--- config.mk ---
export PLATFORM = sky130hd
export DESIGN_NAME = gate_test_sequencer
export DESIGN_NICKNAME = d
export VERILOG_FILES = /design/src/rtl/gate_test_sequencer_pkg.sv /design/src/rtl/gate_test_sequencer_settle_timer.sv /design/src/rtl/gate_test_sequencer.sv
export SDC_FILE = /design/constraint.sdc
export NUM_CORES = 1
export LEC_CHECK = 0
export ABC_CLOCK_PERIOD_IN_PS = 3800
export CORE_AREA = 2 2 39 41
export CTS_BUF_LIST = sky130_fd_sc_hd__clkbuf_4
export CTS_CLUSTER_DIAMETER = 40
export CTS_CLUSTER_SIZE = 10
export DETAILED_ROUTE_END_ITERATION = 6
export DIE_AREA = 0 0 41 43
export PLACE_DENSITY = 0.81
export SLEW_MARGIN = 20
export SYNTH_ARGS = -nofsm -noshare
export SYNTH_HDL_FRONTEND = slang
export SYNTH_SLANG_ARGS = --single-unit
--- constraint.sdc ---
create_clock -name clk -period 3.8 [get_ports clk]
set_input_delay 0.76 -clock clk [delete_from_list [all_inputs] [get_ports clk]]
set_output_delay 0.76 -clock clk [all_outputs]
set_load 0.1 [all_outputs]
--- src/rtl/gate_test_sequencer_pkg.sv ---
// Shared state encoding for the gate self-test sequencer; also imported by the bench
// so it can probe the controller state.
package gate_test_sequencer_pkg;

    typedef enum logic [1:0] {
        ST_IDLE  = 2'd0,
        ST_DRIVE = 2'd1,
        ST_CHECK = 2'd2,
        ST_DONE  = 2'd3
    } seqState_t;

    function automatic logic isActive(input seqState_t s);
        return (s != ST_IDLE);
    endfunction

endpackage

--- src/rtl/gate_test_sequencer_settle_timer.sv ---
// Settle timer: counts cycles while enabled and flags the last cycle of the hold window.
module settle_timer #(
    parameter int HOLD_CYCLES = 2
) (
    input  logic clk,
    input  logic rst_n,
    input  logic i_clear,
    input  logic i_enable,
    output logic o_expire
);

    localparam int CW = (HOLD_CYCLES > 1) ? $clog2(HOLD_CYCLES + 1) : 1;

    logic [CW-1:0] r_holdCnt;

    always_ff @(posedge clk or negedge rst_n) begin
        if (!rst_n) begin
            r_holdCnt <= '0;
        end else if (i_clear) begin
            r_holdCnt <= '0;
        end else if (i_enable) begin
            r_holdCnt <= r_holdCnt + 1'b1;
        end
    end

    assign o_expire = i_enable && (r_holdCnt == CW'(HOLD_CYCLES - 1));

endmodule

--- src/rtl/gate_test_sequencer.sv ---
// BIST sequencer: walks every input vector through a gate and counts truth-table mismatches.
// Optional FIRST_FAIL_CAPTURE_EN adds fail_valid/fail_vec (first mismatching vector of a run).
module gate_test_sequencer
    import gate_test_sequencer_pkg::*;
#(
    parameter int                        NUM_INPUTS  = 2,
    parameter int                        HOLD_CYCLES = 2,
    parameter logic [2**NUM_INPUTS-1:0]  EXPECTED    = 4'b0001
) (
    input  logic                  clk,
    input  logic                  rst_n,
    input  logic                  start,
    input  logic                  abort,
    output logic [NUM_INPUTS-1:0] gate_in,
    input  logic                  gate_out,
    output logic                  busy,
    output logic                  done,
    output logic                  pass,
`ifdef FIRST_FAIL_CAPTURE_EN
    output logic                  fail_valid,
    output logic [NUM_INPUTS-1:0] fail_vec,
`endif
    output logic [NUM_INPUTS:0]   err_cnt
);

    localparam logic [NUM_INPUTS-1:0] LAST_VEC = '1;

    seqState_t             r_state;
    seqState_t             w_nextState;
    logic [NUM_INPUTS-1:0] r_vec;
    logic [NUM_INPUTS:0]   r_errCnt;
    logic [NUM_INPUTS:0]   w_errNext;
    logic                  r_pass;
    logic                  w_startRun;
    logic                  w_abortRun;
    logic                  w_mismatch;
    logic                  w_expire;

    settle_timer #(
        .HOLD_CYCLES (HOLD_CYCLES)
    ) u_settleTimer (
        .clk      (clk),
        .rst_n    (rst_n),
        .i_clear  (r_state != ST_DRIVE),
        .i_enable (r_state == ST_DRIVE),
        .o_expire (w_expire)
    );

    always_ff @(posedge clk or negedge rst_n) begin
        if (!rst_n) begin
            r_state <= ST_IDLE;
        end else begin
            r_state <= w_nextState;
        end
    end

    // Abort beats both start (in IDLE) and the mismatch count of an in-flight CHECK.
    always_comb begin
        w_nextState = r_state;
        w_startRun  = 1'b0;
        w_abortRun  = 1'b0;
        case (r_state)
            ST_IDLE: begin
                if (start && !abort) begin
                    w_nextState = ST_DRIVE;
                    w_startRun  = 1'b1;
                end
            end
            ST_DRIVE: begin
                if (abort) begin
                    w_nextState = ST_IDLE;
                    w_abortRun  = 1'b1;
                end else if (w_expire) begin
                    w_nextState = ST_CHECK;
                end
            end
            ST_CHECK: begin
                if (abort) begin
                    w_nextState = ST_IDLE;
                    w_abortRun  = 1'b1;
                end else if (r_vec == LAST_VEC) begin
                    w_nextState = ST_DONE;
                end else begin
                    w_nextState = ST_DRIVE;
                end
            end
            ST_DONE: begin
                w_nextState = ST_IDLE;
            end
            default: begin
                w_nextState = ST_IDLE;
            end
        endcase
    end

    assign w_mismatch = (r_state == ST_CHECK) && (gate_out != EXPECTED[r_vec]);
    assign w_errNext  = r_errCnt + {{NUM_INPUTS{1'b0}}, w_mismatch};

    // pass is decided in the last CHECK so it already includes that vector's result.
    always_ff @(posedge clk or negedge rst_n) begin
        if (!rst_n) begin
            r_vec    <= '0;
            r_errCnt <= '0;
            r_pass   <= 1'b0;
        end else if (w_startRun) begin
            r_vec    <= '0;
            r_errCnt <= '0;
            r_pass   <= 1'b0;
        end else if (w_abortRun) begin
            r_vec    <= '0;
            r_pass   <= 1'b0;
        end else if (r_state == ST_CHECK) begin
            r_errCnt <= w_errNext;
            if (r_vec == LAST_VEC) begin
                r_pass <= (w_errNext == '0);
            end else begin
                r_vec <= r_vec + 1'b1;
            end
        end
    end

`ifdef FIRST_FAIL_CAPTURE_EN
    logic                  r_failValid;
    logic [NUM_INPUTS-1:0] r_failVec;

    always_ff @(posedge clk or negedge rst_n) begin
        if (!rst_n) begin
            r_failValid <= 1'b0;
            r_failVec   <= '0;
        end else if (w_startRun) begin
            r_failValid <= 1'b0;
            r_failVec   <= '0;
        end else if (w_mismatch && !w_abortRun && !r_failValid) begin
            r_failValid <= 1'b1;
            r_failVec   <= r_vec;
        end
    end

    assign fail_valid = r_failValid;
    assign fail_vec   = r_failVec;
`endif

    assign gate_in = r_vec;
    assign busy    = isActive(r_state);
    assign done    = (r_state == ST_DONE);
    assign pass    = r_pass;
    assign err_cnt = r_errCnt;

endmodule

==> results of run 1 <==
-- per-layer routing --
metal / vias to the layer above / share of wire, % / track usage [%]
li1: 239 / - / -
met1: 225 / 40 / 18.7
met2: 13 / 49 / 25.9
met3: 7 / 5.1 / 3.14
met4: 0 / 5.7 / 16.0
met5: - / 0 / 0
-- state kept, by name, indices dropped and copies added (netlist names) --
register / flops
err_cnt: 3
gate_in: 2
pass: 1
r_state: 2
u_settleTimer.r_holdCnt: 2
-- cell families (layout without fill, tap and decap cells) --
logic type | count (synthesis) | in the layout | share of synthesized area (%)
buffers and inverters | 8 | 24 | 4.82
AND/OR/NAND/NOR | 18 | 18 | 14.9
multiplexers | 3 | 3 | 5.02
AO/OA/AOI/OAI | 11 | 11 | 10.8
XOR/XNOR | 3 | 3 | 4.22
adder cells (fa/ha/maj) | 10 | 10 | 20.1
flip-flops | 10 | 10 | 40.2
-- cell usage in the layout, fill, tap and decap left out, types with 2 or more instances in the layout --
cell type and n:
sky130_fd_sc_hd__ha_1 10, sky130_fd_sc_hd__clkbuf_4 3, sky130_fd_sc_hd__dfrtp_1 10, sky130_fd_sc_hd__clkdlybuf4s50_1 11, sky130_fd_sc_hd__nor2_1 3, sky130_fd_sc_hd__a21oi_1 6, sky130_fd_sc_hd__nor2b_1 3, sky130_fd_sc_hd__mux2i_1 2
sky130_fd_sc_hd__xor2_1 2, sky130_fd_sc_hd__inv_1 8, sky130_fd_sc_hd__nand2_1 6
-- critical path, cell delays in order, from the launching register on --
cell and delay, ps:
sky130_fd_sc_hd__dfrtp_1 400, sky130_fd_sc_hd__ha_1 160, sky130_fd_sc_hd__clkdlybuf4s50_1 1120
-- stage by stage --
stage / cells / util (%)
6_report: 95 / 56.9
3_3_place_gp: 91 / 55.0
2_1_floorplan: 63 / -
3_5_place_dp: 91 / 55.0
4_1_cts: 95 / 56.9
5_1_grt: 95 / 56.9
-- final cells by class --
type / instances / area (um^2)
tap: 16 / 20.0
timing repair buffer: 12 / 118
multi-input combinational: 45 / 343
fill: 132 / 597
sequential: 10 / 250
inverter: 8 / 30.0
clock inverter: 1 / 3.75
clock buffer: 3 / 22.5
-- worst min path at each step --
stage,startpoint,endpoint,slack (ps)
final,u_settleTimer.r_holdCnt[0],u_settleTimer.r_holdCnt[0],440
after CTS,u_settleTimer.r_holdCnt[0],u_settleTimer.r_holdCnt[0],440
after global placement,u_settleTimer.r_holdCnt[0],u_settleTimer.r_holdCnt[0],420
after floorplan,u_settleTimer.r_holdCnt[0],u_settleTimer.r_holdCnt[0],410
after global routing,u_settleTimer.r_holdCnt[0],u_settleTimer.r_holdCnt[0],460
after detailed placement,u_settleTimer.r_holdCnt[0],u_settleTimer.r_holdCnt[0],430
-- power by group --
group / leakage (nW) / internal, mW / switching (mW) / total (mW)
logic: 0.235 / 0.0826 / 0.176 / 0.258
registers: 0.135 / 0.128 / 0.0156 / 0.143
clock network: 0.0154 / 0.0382 / 0.0432 / 0.0814
total: 0.385 / 0.248 / 0.234 / 0.483
==> impl.org, run 1 <==
** Clocking
- Maximum buffer depth of the clock tree :: 2
- Number of clock sinks :: 10
- Buffer cell driving the clock tree root :: sky130_fd_sc_hd__clkbuf_4
- TritonCTS built the clock tree.
- Post-cts sizing count :: 0
- Inserted Clock Buffers :: 3
- Number of buffers added for setup after CTS :: 0
- Max H-tree Level :: 1
- # hold bufs at CTS :: 0
- Reg clk slew, reported paths :: 70 ps
- At the later pin of the worst-skew pair, clock insertion delay measures 280 ps.

** Synth
- Fraction of the yosys area taken by sequential cells :: 40.2%
- The cell area that synthesis handed to floorplanning was 623 um^2.
- Async SR Flop Fraction :: 100%
- Most frequent cells after synthesis :: sky130_fd_sc_hd__dfrtp_1, sky130_fd_sc_hd__ha_1, sky130_fd_sc_hd__inv_1, sky130_fd_sc_hd__a21oi_1, sky130_fd_sc_hd__nand2_1
- Counting flops with a built-in enable in the synthesized netlist gives 0.
- Synthesized area divided by synthesized cell count :: just under 10 um^2
- Number of nets produced by synthesis :: 78
- Summed over all instances, the cell type with the most area after synthesis is sky130_fd_sc_hd__dfrtp_1.
- Warnings, synthesis :: 0
- Number of different library cells in the post-synthesis netlist :: 22
- After technology mapping, the gate count stands at 63.
- Top cell type's share of synthesized area :: 40.2%
- Most used DFF post-synth :: sky130_fd_sc_hd__dfrtp_1
- Number of synthesized register bits :: 10
- Yosys attributes the largest share of cell area to sky130_fd_sc_hd__dfrtp_1, sky130_fd_sc_hd__ha_1, sky130_fd_sc_hd__a21oi_1, sky130_fd_sc_hd__inv_1, sky130_fd_sc_hd__nand2_1.

** Timing
- For the finished layout, the period the worst path requires is 2730 ps.
- Period Utilization, post-route :: 72.0%
- Clock skew on the completed layout was measured at ~4.3 ps.
- In this run the tightest slew margin relative to its limit is 35.3%.
- Setup slack closes at 1070 ps.
- Setup violations remaining at the end of the flow were counted as 0.
- Unrepaired setup endpoints after global routing :: false
- Total negative slack :: 0 ps
- Final hold violation count :: 0
- Maximum clock rate :: 366 MHz
- Hold slack :: about 440 ps
- The total count of max-transition violations in the final report was 0.
- Transition at the pin with the smallest max-transition slack :: 967 ps

** Worst setup path
- In this run the critical register-to-register path is captured at pass.
- Data arrival time of the critical path :: 1970 ps
- The most critical setup path has its endpoint at done.
- Type of the worst setup path :: reg2out
- Setup crit end kind :: output pin
- Critical Path Source Type :: register
- The number of cells on the worst reg-to-reg path is 8.
- Internal reg-to-reg setup slack :: 1650 ps
- Worst-path fanout max :: 4
- Worst setup path startpoint :: r_state[1]
- For the worst setup path, the data required time is ~3000 ps.
- In this run the critical register-to-register path is launched from gate_in[0].

** Placement
- At the placement stage, the worst setup path has a slack of between 1000 and 1500 ps.
- Routability Congestion :: 0.700
- Once placement finished, the instance area stood at 761 um^2.
- Port buffering added 12 buffers.
- The wire-length estimate of the detail-placed layout is between 800 and 900 um.

** Routing
- Across all layers, the routed design uses 484 vias.
- Average detailed-routed wire length per instance :: 12.0 um
- Total length of routed wires :: 1.14 mm
- The first detailed-routing pass ran for 4 iterations.
- Remaining design rule violation count :: 0
- Vias per inst :: 5.09
- Antenna violation net count after detailed routing :: 0
- Iteration-0 DRC count of the detailed router :: 7

** Finish
- Nets :: 95
- After routing the design area is approximately 790 um^2.
- Area growth from synthesis to layout :: 26.3%
- Number of antenna repair diodes :: 0
- Layout cell share with drive strength beyond 1 :: 7.59%

** Power and ir drop
- The worst-case IR drop observed on VDD is 0.000326 V.
- In this run the static leakage power is 0.385 nW.
- Pwr per Cell Area :: 613 mW/mm^2
- Total power :: 0.483 mW

** Hold path
- The tightest min-delay check is of the reg2reg type.
- Along the worst hold path, the cell count comes to 1.

** Global routing
- Number of antenna violations at the first check in global routing :: 0
- Via count of the first global-routing pass :: 493
- The first global-routing pass estimated 1.95 mm of wire.
- Overflow left after global routing :: 0
- Entering global routing, the biggest net connects 11 pins.
- GRT Overall Usage :: ~17%

** Floorplan
- Area inside the core boundary :: 0.00138 mm^2
- # IOs :: 13
- Chip Height :: around 43 um
- The initialized floorplan defines 14 standard-cell rows.
- Full die area :: ~0.0018 mm^2
- Die X :: 41 um
- For this configuration, the core starts out at a cell density of ~45%.

** Outcome
- The run finished with clean final reports.

** Job
- Across the run, the number of max-cap violations was 0.
No activity file was read; power rests on OpenSTA's default activity.
==> run 2, diff against run 1 <==
--- a/config.mk
+++ b/config.mk
@@ -5,14 +5,13 @@
 export SDC_FILE = /design/constraint.sdc
 export NUM_CORES = 1
 export LEC_CHECK = 0
-export ABC_CLOCK_PERIOD_IN_PS = 3800
-export CORE_AREA = 2 2 39 41
+export ABC_CLOCK_PERIOD_IN_PS = 2500
+export CORE_UTILIZATION = 46
 export CTS_BUF_LIST = sky130_fd_sc_hd__clkbuf_4
 export CTS_CLUSTER_DIAMETER = 40
 export CTS_CLUSTER_SIZE = 10
 export DETAILED_ROUTE_END_ITERATION = 6
-export DIE_AREA = 0 0 41 43
-export PLACE_DENSITY = 0.81
+export PLACE_DENSITY = 0.83
 export SLEW_MARGIN = 20
 export SYNTH_ARGS = -nofsm -noshare
 export SYNTH_HDL_FRONTEND = slang
==> constraint.sdc (replaced) <==
create_clock -name clk -period 2.5 [get_ports clk]
set_input_delay 0.5 -clock clk [delete_from_list [all_inputs] [get_ports clk]]
set_output_delay 0.5 -clock clk [all_outputs]
set_load 0.1 [all_outputs]
==> run 2 against run 1 <==
  * Combinational power rose by 50%
  * Highest routed layer is now met3
  * Largest cell class unchanged
  * Clock power increased by 28%
  * Sequential share of layout area increased by 1.2 points
  * Via count shrank 2.1%
  * Power increased by 47%
==> impl.org, run 2 (synthesis results as in run 1) <==
** Hold path
- The worst hold path terminates at u_settleTimer.r_holdCnt[0].
- Worst Hold Launch :: u_settleTimer.r_holdCnt[0]
- Path class of the lowest-slack min-delay path :: reg2reg
- Hold Path Cell Cnt :: 1 (unchanged)

** Clocking
- The CTS buffer count came to 3 (unchanged).
- # hold bufs at CTS :: 0 (unchanged)
- The number of buffers inserted to repair setup after CTS came to 0 (unchanged).
- Buffer cell driving the clock tree root :: sky130_fd_sc_hd__clkbuf_4
- Clock insertion delay at the later pin of the skew report :: 260 ps (-20 ps)
- The clock sink count was 10 (unchanged).
- Max H-tree Level :: 1 (unchanged)
- The clock edge transition at the registers on the reported setup and hold paths came to 60 ps (about the same).
- The number of instances resized during post-cts repair was 0 (unchanged).
- TritonCTS clock tree :: built
- Maximum buffer depth of the clock tree :: 2 (unchanged)

** Finish
- From synthesis to final layout, the design area changed by 22.9%.
- Commonest non-fill, non-tap cell in the layout :: sky130_fd_sc_hd__ha_1
- Flip-flop count of the largest register after layout :: 3 (unchanged)
- The library cells used most frequently in the layout, excluding fill and tap cells, are sky130_fd_sc_hd__ha_1, sky130_fd_sc_hd__inv_1, sky130_fd_sc_hd__dfrtp_1, sky130_fd_sc_hd__buf_4.
- The non-filler instance count after layout was 92 (-3.2%).
- Number of antenna repair diodes :: 0 (unchanged)
- The fraction of final layout cells with drive strength greater than 1 was 19.2% (+12 points).
- Fillers :: 93 (-30%)
- The final net count is 95 (unchanged).

** Timing
- Transition at the pin with the smallest max-transition slack :: 444 ps (-523 ps)
- The clock tree skew after final layout is 5.92 ps (+1.64 ps).
- Dividing the final minimum period by the clock period gives 85.3%.
- The number of hold-slack violations in the final timing report came to 0 (unchanged).
- Shortest clock period the worst path allows after layout :: 2130 ps
- The setup TNS is 0 ps (unchanged).
- Number of setup violations in the final report :: 0 (unchanged)
- Worst slew margin relative to its limit :: 70.3% (+35 points)
- Setup repair after global routing left no endpoint under its margin.
- Maximum clock rate :: 469 MHz
- Pins over their slew limit :: 0 (unchanged)

** Global routing
- The first-pass GRT wire length is 1.75 mm (-10%).
- Overflow left after global routing :: 0 (unchanged)
- GRT Overall Usage :: 18.0% (+0.84 points)
- Via count of the first global-routing pass :: 450 (-8.7%)
- The initial antenna violation count is 0 (unchanged).
- The largest net degree at the start of global routing was 11 (unchanged).

** Floorplan
- Chip Height :: 38.8 um (-9.8%)
- The area of the placeable core was 0.00119 mm^2 (-14%).
- # IOs :: 13 (unchanged)
- Die X :: 38.8 um (-5.4%)
- The initial cell density of the core came to 52.5% (+7.5 points).
- The die outline area came to 0.00151 mm^2 (-15%).
- Site row count :: 12 (-2)

** Worst setup path
- Critical Path Source Type :: register
- In this run the worst setup path begins at gate_in[0].
- Internal reg-to-reg setup slack :: 370 ps (-1280 ps)
- Beginning of the worst register-to-register path :: gate_in[0]
- Worst-path fanout max :: 4 (unchanged)
- CP Data Required Time :: 2690 ps (-350 ps)
- Type of the worst setup path :: reg2reg
- Data arrival time of the critical path :: 2320 ps (+350 ps)
- Capturing point of the worst reg2reg path :: pass
- STA classifies the critical path endpoint as a register.
- Worst R2R Path Depth :: 8 (unchanged)

** Outcome
- Result of the run :: finished clean

** Routing
- The final antenna-violating net count was 0 (unchanged).
- Vias per inst :: 5.15 (+1.1%)
- The count of vias placed by the detailed router came to 474 (-2.1%).
- The total wirelength of the detailed-routed design came to 1.05 mm (-7.9%).
- Remaining design rule violation count :: 0 (unchanged)
- Average detailed-routed wire length per instance :: 11.4 um (-4.9%)
- The iteration-0 DRC count of the detailed router came to 3 (-4).
- The number of iterations in the first detailed-routing pass came to 2 (-2).

** Power and ir drop
- The static leakage was 0.395 nW (+2.4%).
- VDD IR-drop max :: 0.000749 V (+130%)
- Pwr per Cell Area :: 927 mW/mm^2 (+51%)

** Placement
- The number of port buffers came to 12 (unchanged).
- Total half-perimeter wirelength after legalization and detailed placement :: 849 um (-3.8%)
- Placed Cells :: 89 (-2.2%)
- The final RePlAce weighted congestion was 0.686 (-1.9%).

** Job
- Max-Cap Viols :: 0 (unchanged)
## run 2: changes by cell type in the layout (fill, tap and decap cells not counted)
cell and change:
sky130_fd_sc_hd__clkinv_1 -1, sky130_fd_sc_hd__dfrtp_2 +2, sky130_fd_sc_hd__clkdlybuf4s50_1 -7, sky130_fd_sc_hd__dfrtp_1 -2, sky130_fd_sc_hd__buf_4 +7
## run 2: critical path: stages (launching register included)
cell and delay [ps]:
sky130_fd_sc_hd__dfrtp_2 400, sky130_fd_sc_hd__inv_1 50, sky130_fd_sc_hd__ha_1 200, sky130_fd_sc_hd__xor2_1 150, sky130_fd_sc_hd__and2_1 150, sky130_fd_sc_hd__ha_1 180, sky130_fd_sc_hd__ha_1 280, sky130_fd_sc_hd__or4_1 500
sky130_fd_sc_hd__a21oi_1 160
## run 2: area by class of cell
cell class,instances,area [um^2],area share (%)
well taps,14,17.5,2.29
inverters,8,30.0,3.92
repair buffers,12,100,13.1
clock buffers,3,22.5,2.94
flip-flops and latches,10,253,33.0
multi-input cells,45,343,44.8
## run 2: layer usage
| metal | track usage, % | up-vias | share of wire, % |
|---|---|---|---|
| met5 | 0 | - | 0 |
| met4 | 5.17 | 0 | 0 |
| li1 | - | 239 | - |
| met3 | 10.4 | 0 | 6.4 |
| met1 | 17.9 | 224 | 43 |
| met2 | 31.3 | 11 | 50 |
## run 2: how the worst max path moves through the flow
stage,endpoint,slack [ps],cells after the start
after floorplan,pass,80,8
after CTS,pass,360,8
after global placement,pass,140,7
final,pass,370,8
after detailed placement,pass,110,7
after global routing,pass,240,8
## run 2: report_power, final
part	internal, mW	leakage (nW)	switching, mW
registers	0.195	0.131	0.0233
clock network	0.0553	0.0138	0.0488
logic	0.122	0.250	0.265
## run 2: per-stage QoR
stage	power (mW)	hold WS (ps)	utilization [%]	setup WS, ps	area, um^2
3_3_place_gp	0.601	424	62.7	142	743
4_1_cts	0.718	447	64.6	359	766
5_1_grt	0.764	467	64.6	239	766
3_5_place_dp	0.608	438	62.7	106	743
2_1_floorplan	0.527	204	-	76.9	626
6_report	0.709	436	64.6	368	766
